<file path="src/rtl/ps2_pkg.sv">
// PS/2 host transmitter shared definitions.
// FSM state encoding, keyboard command bytes, frame length.
package ps2_pkg;

  typedef enum logic [2:0] {
    ST_IDLE,
    ST_INHIBIT,
    ST_REQ,
    ST_SHIFT,
    ST_WAIT_IDLE
  } state_t;

  localparam logic [7:0] PS2_CMD_SET_LED = 8'hED;
  localparam logic [7:0] PS2_CMD_ENABLE  = 8'hF4;
  localparam logic [7:0] PS2_CMD_RESET   = 8'hFF;
  localparam logic [7:0] PS2_ACK         = 8'hFA;

  localparam int FRAME_BITS = 11;

endpackage

</file>
<file path="src/rtl/ps2_sync.sv">
// 2-flop synchroniser for the PS/2 clock/data pins plus clock fall detect.
// Ports: clk, rst (async low), ps2_clk_i/ps2_data_i in; clk_s, data_s, fall out.
module ps2_sync (
  input  logic clk,
  input  logic rst,
  input  logic ps2_clk_i,
  input  logic ps2_data_i,
  output logic clk_s,
  output logic data_s,
  output logic fall
);

  logic [1:0] cs;
  logic [1:0] ds;
  logic       clk_d;

  // Idle bus is pulled high, so reset to 1 to avoid a false fall.
  always_ff @(posedge clk or negedge rst) begin
    if (!rst) begin
      cs    <= 2'b11;
      ds    <= 2'b11;
      clk_d <= 1'b1;
    end else begin
      cs    <= {cs[0], ps2_clk_i};
      ds    <= {ds[0], ps2_data_i};
      clk_d <= cs[1];
    end
  end

  assign clk_s  = cs[1];
  assign data_s = ds[1];
  assign fall   = clk_d & ~cs[1];

endmodule

</file>
<file path="src/rtl/ps2_host_tx.sv">
// PS/2 host-to-device command transmitter with ACK check and timeout.
// Ports: tx_valid/tx_data/tx_ready in handshake, tx_done/tx_err pulses, busy,
// rx_inhibit, raw bus levels in, open-drain pull-low enables out.
module ps2_host_tx
  import ps2_pkg::*;
#(
  parameter int INHIBIT_CYCLES = 5000,
  parameter int TIMEOUT_CYCLES = 1000000
) (
  input  logic       clk,
  input  logic       rst,
  input  logic       tx_valid,
  input  logic [7:0] tx_data,
  output logic       tx_ready,
  output logic       tx_done,
  output logic       tx_err,
  output logic       busy,
  output logic       rx_inhibit,
  input  logic       ps2_clk_i,
  input  logic       ps2_data_i,
  output logic       ps2_clk_oe,
  output logic       ps2_data_oe
);

  localparam int ICW =
    (INHIBIT_CYCLES > 1) ? $clog2(INHIBIT_CYCLES) : 1;
  localparam int TCW =
    (TIMEOUT_CYCLES > 1) ? $clog2(TIMEOUT_CYCLES) : 1;
  localparam logic [ICW-1:0] INH_LAST =
    ICW'(INHIBIT_CYCLES - 1);
  localparam logic [TCW-1:0] TMO_LAST =
    TCW'(TIMEOUT_CYCLES - 1);
  localparam logic [3:0] LAST_BIT = 4'(FRAME_BITS - 1);

  state_t         state;
  state_t         state_n;
  logic [ICW-1:0] cnt;
  logic [TCW-1:0] tcnt;
  logic [3:0]     bitn;
  logic [9:0]     shreg;
  logic           dreg;
  logic           ack_ok;

  logic clk_s;
  logic data_s;
  logic fall;

  ps2_sync u_sync (
    .clk        (clk),
    .rst        (rst),
    .ps2_clk_i  (ps2_clk_i),
    .ps2_data_i (ps2_data_i),
    .clk_s      (clk_s),
    .data_s     (data_s),
    .fall       (fall)
  );

  logic accept;
  logic inh_last;
  logic timed;
  logic tmo;
  logic bus_idle;
  logic step;

  assign accept   = tx_valid && (state == ST_IDLE);
  assign inh_last = (cnt == INH_LAST);
  assign timed    = (state == ST_REQ) ||
                    (state == ST_SHIFT) ||
                    (state == ST_WAIT_IDLE);
  assign tmo      = timed && (tcnt == TMO_LAST);
  assign bus_idle = clk_s && data_s;
  // REQ->SHIFT is fall 1; bitn is 0 there.
  assign step     = ((state == ST_REQ) ||
                     (state == ST_SHIFT)) &&
                    fall && !tmo;

  always_ff @(posedge clk or negedge rst) begin
    if (!rst) state <= ST_IDLE;
    else      state <= state_n;
  end

  always_comb begin
    state_n = state;
    unique case (state)
      ST_IDLE:
        if (tx_valid) state_n = ST_INHIBIT;
      ST_INHIBIT:
        if (inh_last) state_n = ST_REQ;
      ST_REQ:
        if (tmo)       state_n = ST_IDLE;
        else if (fall) state_n = ST_SHIFT;
      ST_SHIFT:
        if (tmo) state_n = ST_IDLE;
        else if (fall && bitn == LAST_BIT)
          state_n = ST_WAIT_IDLE;
      ST_WAIT_IDLE:
        if (tmo || bus_idle) state_n = ST_IDLE;
      default:
        state_n = ST_IDLE;
    endcase
  end

  always_comb begin
    tx_ready    = (state == ST_IDLE);
    busy        = (state != ST_IDLE);
    rx_inhibit  = (state != ST_IDLE);
    ps2_clk_oe  = 1'b0;
    ps2_data_oe = 1'b0;
    tx_done     = 1'b0;
    tx_err      = tmo;
    unique case (state)
      ST_INHIBIT: begin
        ps2_clk_oe  = 1'b1;
        ps2_data_oe = inh_last;
      end
      ST_REQ:   ps2_data_oe = !tmo;
      ST_SHIFT: ps2_data_oe = dreg && !tmo;
      ST_WAIT_IDLE:
        if (!tmo && bus_idle) begin
          tx_done = ack_ok;
          tx_err  = !ack_ok;
        end
      default: ;
    endcase
  end

  always_ff @(posedge clk or negedge rst) begin
    if (!rst) begin
      cnt    <= '0;
      tcnt   <= '0;
      bitn   <= '0;
      shreg  <= '0;
      dreg   <= 1'b0;
      ack_ok <= 1'b0;
    end else begin
      if (state == ST_INHIBIT) cnt <= cnt + ICW'(1);
      else                     cnt <= '0;

      if (!timed || state_n != state || fall)
        tcnt <= '0;
      else
        tcnt <= tcnt + TCW'(1);

      // Frame after data: parity (odd) then stop bit 1.
      if (accept) begin
        shreg  <= {1'b1, ~^tx_data, tx_data};
        bitn   <= '0;
        dreg   <= 1'b0;
        ack_ok <= 1'b0;
      end else if (step) begin
        bitn <= bitn + 4'd1;
        if (bitn == LAST_BIT) begin
          ack_ok <= ~data_s;
          dreg   <= 1'b0;
        end else begin
          dreg  <= ~shreg[0];
          shreg <= {1'b0, shreg[9:1]};
        end
      end
    end
  end

endmodule
</file>
<file path="config.mk">
export PLATFORM = sky130hd
export DESIGN_NAME = ps2_host_tx
export DESIGN_NICKNAME = d
export VERILOG_FILES = /design/src/rtl/ps2_pkg.sv /design/src/rtl/ps2_sync.sv /design/src/rtl/ps2_host_tx.sv
export SDC_FILE = /design/constraint.sdc
export NUM_CORES = 1
export LEC_CHECK = 0
export CORE_UTILIZATION = 35
export DETAILED_ROUTE_END_ITERATION = 6
export GPL_TIMING_DRIVEN = 0
export PLACE_DENSITY = 0.56
export SLEW_MARGIN = 20
export SYNTH_ARGS = -nofsm -noshare
export SYNTH_HDL_FRONTEND = slang
export SYNTH_SLANG_ARGS = --single-unit
</file>
<file path="constraint.sdc">
create_clock -name clk -period 5.65 [get_ports clk]
set_input_delay 0.565 -clock clk [delete_from_list [all_inputs] [get_ports clk]]
set_output_delay 0.565 -clock clk [all_outputs]
set_load 0.03 [all_outputs]
</file>
Word-level counts from Yosys, hierarchy flattened --
Cells that the tools add are included.
Storage, ports and cells: register bits 57, output and inout port bits 7, input bits 13, logic and storage cells 76
Operators by class: bitwise gates (word level) 4, eq/ne operators 9, add/sub/neg operators 3, reductions and logical operators 23, mux-type cells 27
Operators with widths (count):
- 10-bit two-way mux | 3
- 3-bit two-way mux | 7
- 20-bit by 1-bit adder with 20-bit output (second input constant) | 1
- 20-bit == test (second input constant) | 1
- 20-bit two-way mux | 1
- 3-bit case mux with 5 select lines | 1
- 13-bit by 1-bit adder with 13-bit output (second input constant) | 1
- 13-bit == test (second input constant) | 1
- 13-bit two-way mux | 1
- 1-bit two-way mux | 11
- 1-bit logical AND | 8
- 4-bit two-way mux | 2
- 8-bit XNOR reduction | 1
- 3-bit by 2-bit == test with 1-bit output (second input constant) | 2
- 1-bit logical OR | 5
- 4-bit by 1-bit adder with 4-bit output (second input constant) | 1
- 4-bit == test (second input constant) | 1
- 2-bit AND reduction | 2
- 2-bit nonzero test | 2
- 3-bit by 1-bit == test with 1-bit output (second input constant) | 1
- 3-bit == test (second input constant) | 1
- 1-bit logical NOT | 3
- 3-bit logical NOT | 1
- 3-bit inequality test | 1
- 5 further kinds | 7

Depth between registers and ports, before layout --
depth after elaboration 11, mapped depth 8, gate-level depth less buffers 7

By module --
Synthesis repeated with hierarchy kept, for this count alone.
Second synthesis, totals: cell total of the unflattened synthesis 275, area, all modules 2776.4 um^2
By module, submodules not included:
- ps2_host_tx | cells an instance 269, times used 1, sequential area each 1301.2 um^2, area an instance 2631.3 um^2
- ps2_sync | cells an instance 6, times used 1, sequential area each 131.4 um^2, area an instance 145.1 um^2

Worst setup path before layout --
OpenSTA, ideal clock, no wires.
kind flip-flop to output port, start point reg tcnt[0], end point out tx_done, arrival time 2.155 ns, stages on the path, launching flop included 7, path buffers 1, setup slack 2.930 ns, path through dfrtp_1 > ha_1 > nand2_1 > nor2_1 > and4_1 > buf_6 > nor4b_1
Between the ends: longest elaborated chain between the ends 6
Ends and longest elaborated chain:
- start: declaration | RTL line ps2_host_tx.sv:38 | logic [TCW-1:0] tcnt;
- start signal: assignment | RTL line ps2_host_tx.sv:142 | tcnt <= tcnt + TCW'(1);
- 20-bit == test | RTL line ps2_host_tx.sv:70 | assign tmo = timed && (tcnt == TMO_LAST);
- 1-bit logical AND | RTL line ps2_host_tx.sv:70
- 1-bit logical NOT | RTL line ps2_host_tx.sv:119 | if (!tmo && bus_idle) begin
- 1-bit logical AND | RTL line ps2_host_tx.sv:119
- 1-bit two-way mux | RTL line ps2_host_tx.sv:119
- 1-bit two-way mux | RTL line ps2_host_tx.sv:111 | unique case (state)
- end: declaration | RTL line ps2_host_tx.sv:15 | output logic tx_done,
No other way between the ends.

Worst setup path in the final report --
start point reg tcnt[6], end point out tx_err
Between the ends: longest elaborated chain between the ends 6
Ends and longest elaborated chain:
- 20-bit == test * | RTL line ps2_host_tx.sv:70
- 1-bit logical AND * | RTL line ps2_host_tx.sv:70
- 1-bit logical NOT | RTL line ps2_host_tx.sv:119
- 1-bit logical AND | RTL line ps2_host_tx.sv:119
- 1-bit two-way mux | RTL line ps2_host_tx.sv:119
- 1-bit two-way mux * | RTL line ps2_host_tx.sv:111
- end: declaration | RTL line ps2_host_tx.sv:16 | output logic tx_err,
Mark *: on every way between the ends. The rest lies on a longest branch, timed or not.

==> flow_summary.json <==
{
  "vdd_drop_max_v": 0.000131,
  "area_growth_syn_to_layout_pct": 19.6,
  "routedWlPerCell_um": 13.7,
  "drv_cap": 0,
  "total_count_of_hold_check_failures_in_the_final_report": 0,
  "cp.required_ns": 5.09,
  "synth.yosys.warnings": 0,
  "tightestPinTransition_ns": 0.866,
  "grt_antenna_before_repair": 0,
  "nNetsFinal": 330,
  "post-route-drc-count": 0,
  "clock_root_buffer_master": "sky130_fd_sc_hd__clkbuf_8",
  "hold_path.class": "input pin to async pin",
  "dr_total_vias": 2107,
  "boundaryPins": 20,
  "asyncSetResetFlopFracSynth_pct": 100,
  "max_freq_mhz": 303,
  "grt_first_pass_wirelength_um": 10100,
  "totalNegativeSetupSlack_ns": 0,
  "hold_buffers": 0,
  "synth_flop_cell": "sky130_fd_sc_hd__dfrtp_1",
  "cp_max_fo": 8,
  "tritoncts": "yes",
  "clk-insertion-delay-late_ns": 0.33,
  "grt_remaining_overflow": 0,
  "buffer_ports.inserted": 19,
  "setup.reg_to_reg.worst_slack_ns": 3.54,
  "sequential_element_share_of_the_synthesized_area_pct": 50.3,
  "die_h_um": 92.2,
  "critical_path_arrival_ns": 2.74,
  "placed_wire_length_estimate_um": 4030,
  "drv_slew": 0,
  "p_leak_uw": 0.00140,
  "design.core.area_um2": 7810,
  "clock_tree.htree_level_count": 3,
  "clk_transition_reported_paths_ns": 0.07,
  "crit-reg2reg-capture": "tcnt[6]$_DFF_PN0_",
  "final.period_utilization_pct": 58.5,
  "clock_path_buffers": 2,
  "power.density_cell_area_nw_per_um2": 254,
  "final.setup_skew_ns": 0.0126,
  "drt_pass1_iterations": 4,
  "starting_drc_count_in_detailed_routing": 88,
  "post_cts_buffers": 0,
  "drive_gt1_share_pct": 13.5,
  "reg2reg_depth": 6,
  "drt-total-wl_um": 5760,
  "post_route_ant_nets": 0,
  "grt_max_degree": 43,
  "initial_core_util_pct": 36.5,
  "crit_path_time_final_ns": 3.30,
  "syn_std_cell_area_um2": 2850,
  "crit-reg2reg-launch": "tcnt[6]$_DFF_PN0_",
  "syn_inst": 282,
  "grt_usage_pct": 15.2,
  "route.detailed.vias_per_inst": 5.02,
  "antenna_cells_inserted": 0,
  "setup.worst_path.start_class": "register",
  "number_of_global_route_vias_before_repair": 2143,
  "grt_setup_unrepaired": "no",
  "synth_enable_flop_cells": 0,
  "die-area_um2": 8500,
  "synth-seq-cells": 57,
  "netlist-cell-type-count": 45,
  "chipWidth_um": 92.2,
  "fp-row-count": 32,
  "num_cts_buffers": 9,
  "end_kind": "output port",
  "gp_congestion": 0.749,
  "synth.net_count": 299,
  "final-setup-viol-count": 0,
  "cts.sink_count": 57,
  "postSynthAreaPerCell_um2": 10.1,
  "post_cts_resize_count": 0,
  "maxSlewHeadroom_pct": 41.8,
  "finalPower_uw": 866,
  "outcome": "finished clean",
  "crit_type": "register to output port"
}
[critical path: stages, from the launching register on]
cell                              delay, ns
sky130_fd_sc_hd__dfrtp_1               0.46
sky130_fd_sc_hd__or4_1                 0.55
sky130_fd_sc_hd__nor2_1                0.17
sky130_fd_sc_hd__and4_1                0.23
sky130_fd_sc_hd__buf_6                 0.14
sky130_fd_sc_hd__nor2_1                0.05
sky130_fd_sc_hd__a21oi_1               0.14
sky130_fd_sc_hd__clkdlybuf4s50_1       0.69
[synth_stat cells, types with 2 or more instances]
| cell type | number | area [um2] |
|---|---|---|
| sky130_fd_sc_hd__dfrtp_1 | 52 | 1300 |
| sky130_fd_sc_hd__nor2_1 | 29 | 109 |
| sky130_fd_sc_hd__nand2_1 | 23 | 86.3 |
| sky130_fd_sc_hd__xor2_1 | 20 | 175 |
| sky130_fd_sc_hd__nand3_1 | 17 | 85.1 |
| sky130_fd_sc_hd__nor3_1 | 13 | 65.1 |
| sky130_fd_sc_hd__o21ai_0 | 12 | 60.1 |
| sky130_fd_sc_hd__xnor2_1 | 12 | 105 |
| sky130_fd_sc_hd__a21oi_1 | 11 | 55.1 |
| sky130_fd_sc_hd__nand4_1 | 8 | 50.1 |
| sky130_fd_sc_hd__a221o_1 | 6 | 60.1 |
| sky130_fd_sc_hd__and3_2 | 5 | 37.5 |
| sky130_fd_sc_hd__clkbuf_1 | 5 | 18.8 |
| sky130_fd_sc_hd__dfstp_2 | 5 | 131 |
| sky130_fd_sc_hd__inv_1 | 5 | 18.8 |
| sky130_fd_sc_hd__mux2i_1 | 5 | 50.1 |
| sky130_fd_sc_hd__or3_1 | 5 | 31.3 |
| sky130_fd_sc_hd__a31oi_1 | 4 | 25.0 |
| sky130_fd_sc_hd__and3_1 | 4 | 25.0 |
| sky130_fd_sc_hd__ha_1 | 4 | 50.1 |
| sky130_fd_sc_hd__and2_1 | 3 | 18.8 |
| sky130_fd_sc_hd__and4_1 | 3 | 26.3 |
| sky130_fd_sc_hd__buf_2 | 3 | 15.0 |
| sky130_fd_sc_hd__buf_6 | 2 | 22.5 |
| sky130_fd_sc_hd__nand2b_1 | 2 | 12.5 |
| sky130_fd_sc_hd__nor2b_1 | 2 | 12.5 |
| sky130_fd_sc_hd__nor3b_1 | 2 | 15.0 |
| sky130_fd_sc_hd__nor4b_1 | 2 | 17.5 |
| sky130_fd_sc_hd__or4_1 | 2 | 15.0 |
[power by group]
part	total, uW	switching [uW]	internal [uW]
clock	424	164	260
sequential	412	0.775	411
combinational	29.4	15.0	14.4
[flip-flops by register name, indices dropped and copies added (netlist names)]
name / count
ack_ok: 1
u_sync.ds: 2
u_sync.cs: 2
dreg: 1
state: 3
cnt: 13
bitn: 4
shreg: 10
u_sync.clk_d: 1
tcnt: 20
[worst max-delay path by stage]
stage	from	end	depth (start not counted)
floorplan	tcnt[0]$_DFF_PN0_	tx_done	6
global placement	rst	bitn[3]$_DFFE_PN0P_	1
detailed placement	tcnt[6]$_DFF_PN0_	tx_err	7
CTS	tcnt[6]$_DFF_PN0_	tx_err	7
global route	tcnt[6]$_DFF_PN0_	tx_err	7
finish	tcnt[6]$_DFF_PN0_	tx_err	7
[layout by cell type, fill, tap and decap left out, types with 6 or more instances in the layout]
| cell type | count |
|---|---|
| sky130_fd_sc_hd__dfrtp_1 | 52 |
| sky130_fd_sc_hd__nor2_1 | 29 |
| sky130_fd_sc_hd__nand2_1 | 23 |
| sky130_fd_sc_hd__xor2_1 | 20 |
| sky130_fd_sc_hd__clkdlybuf4s50_1 | 18 |
| sky130_fd_sc_hd__nand3_1 | 17 |
| sky130_fd_sc_hd__nor3_1 | 13 |
| sky130_fd_sc_hd__o21ai_0 | 12 |
| sky130_fd_sc_hd__xnor2_1 | 12 |
| sky130_fd_sc_hd__a21oi_1 | 11 |
| sky130_fd_sc_hd__clkbuf_8 | 10 |
| sky130_fd_sc_hd__nand4_1 | 8 |
| sky130_fd_sc_hd__clkbuf_1 | 6 |
| sky130_fd_sc_hd__a221o_1 | 6 |
[per-layer routing]
layer	global-route usage [%]	routed length, um
met4	4.69	74
met5	0	0
met1	20.8	3050
met2	22.8	2440
met3	4.98	198
[logic make-up (layout without fill, tap and decap cells)]
group                      count (synthesis)  in the layout  synth area share [%]
buffers and inverters                     16             52                  2.90
xor gates and xnor gates                  32             32                  9.84
adders and majority gates                  4              4                  1.76
AOI/OAI and AO/OA                         35             35                  7.65
and+or+nand+nor                          133            133                  25.8
muxes                                      5              5                  1.76
DFF                                       57             57                  50.3
[cell type report]
type | count | area, um2
timing repair buffer | 20 | 208
clock inverter | 5 | 80.1
multi-input combinational | 209 | 1330
tap | 102 | 128
inverter | 5 | 18.8
clock buffer | 11 | 141
sequential | 57 | 1430
fill | 786 | 4400
buffer | 11 | 63.8
[through the flow]
step	area, um2	utilization (%)	hold WS, ns	cells	setup WS [ns]
finish	3400	43.6	0.0907	420	2.35
global route	3400	43.6	0.0865	420	2.19
CTS	3400	43.6	0.0809	420	2.29
detailed placement	3180	40.8	0.348	404	2.67
global placement	3170	40.5	0.345	403	2.13
floorplan	2850	-	0.269	282	2.93
(Power assumes the default switching activity.)
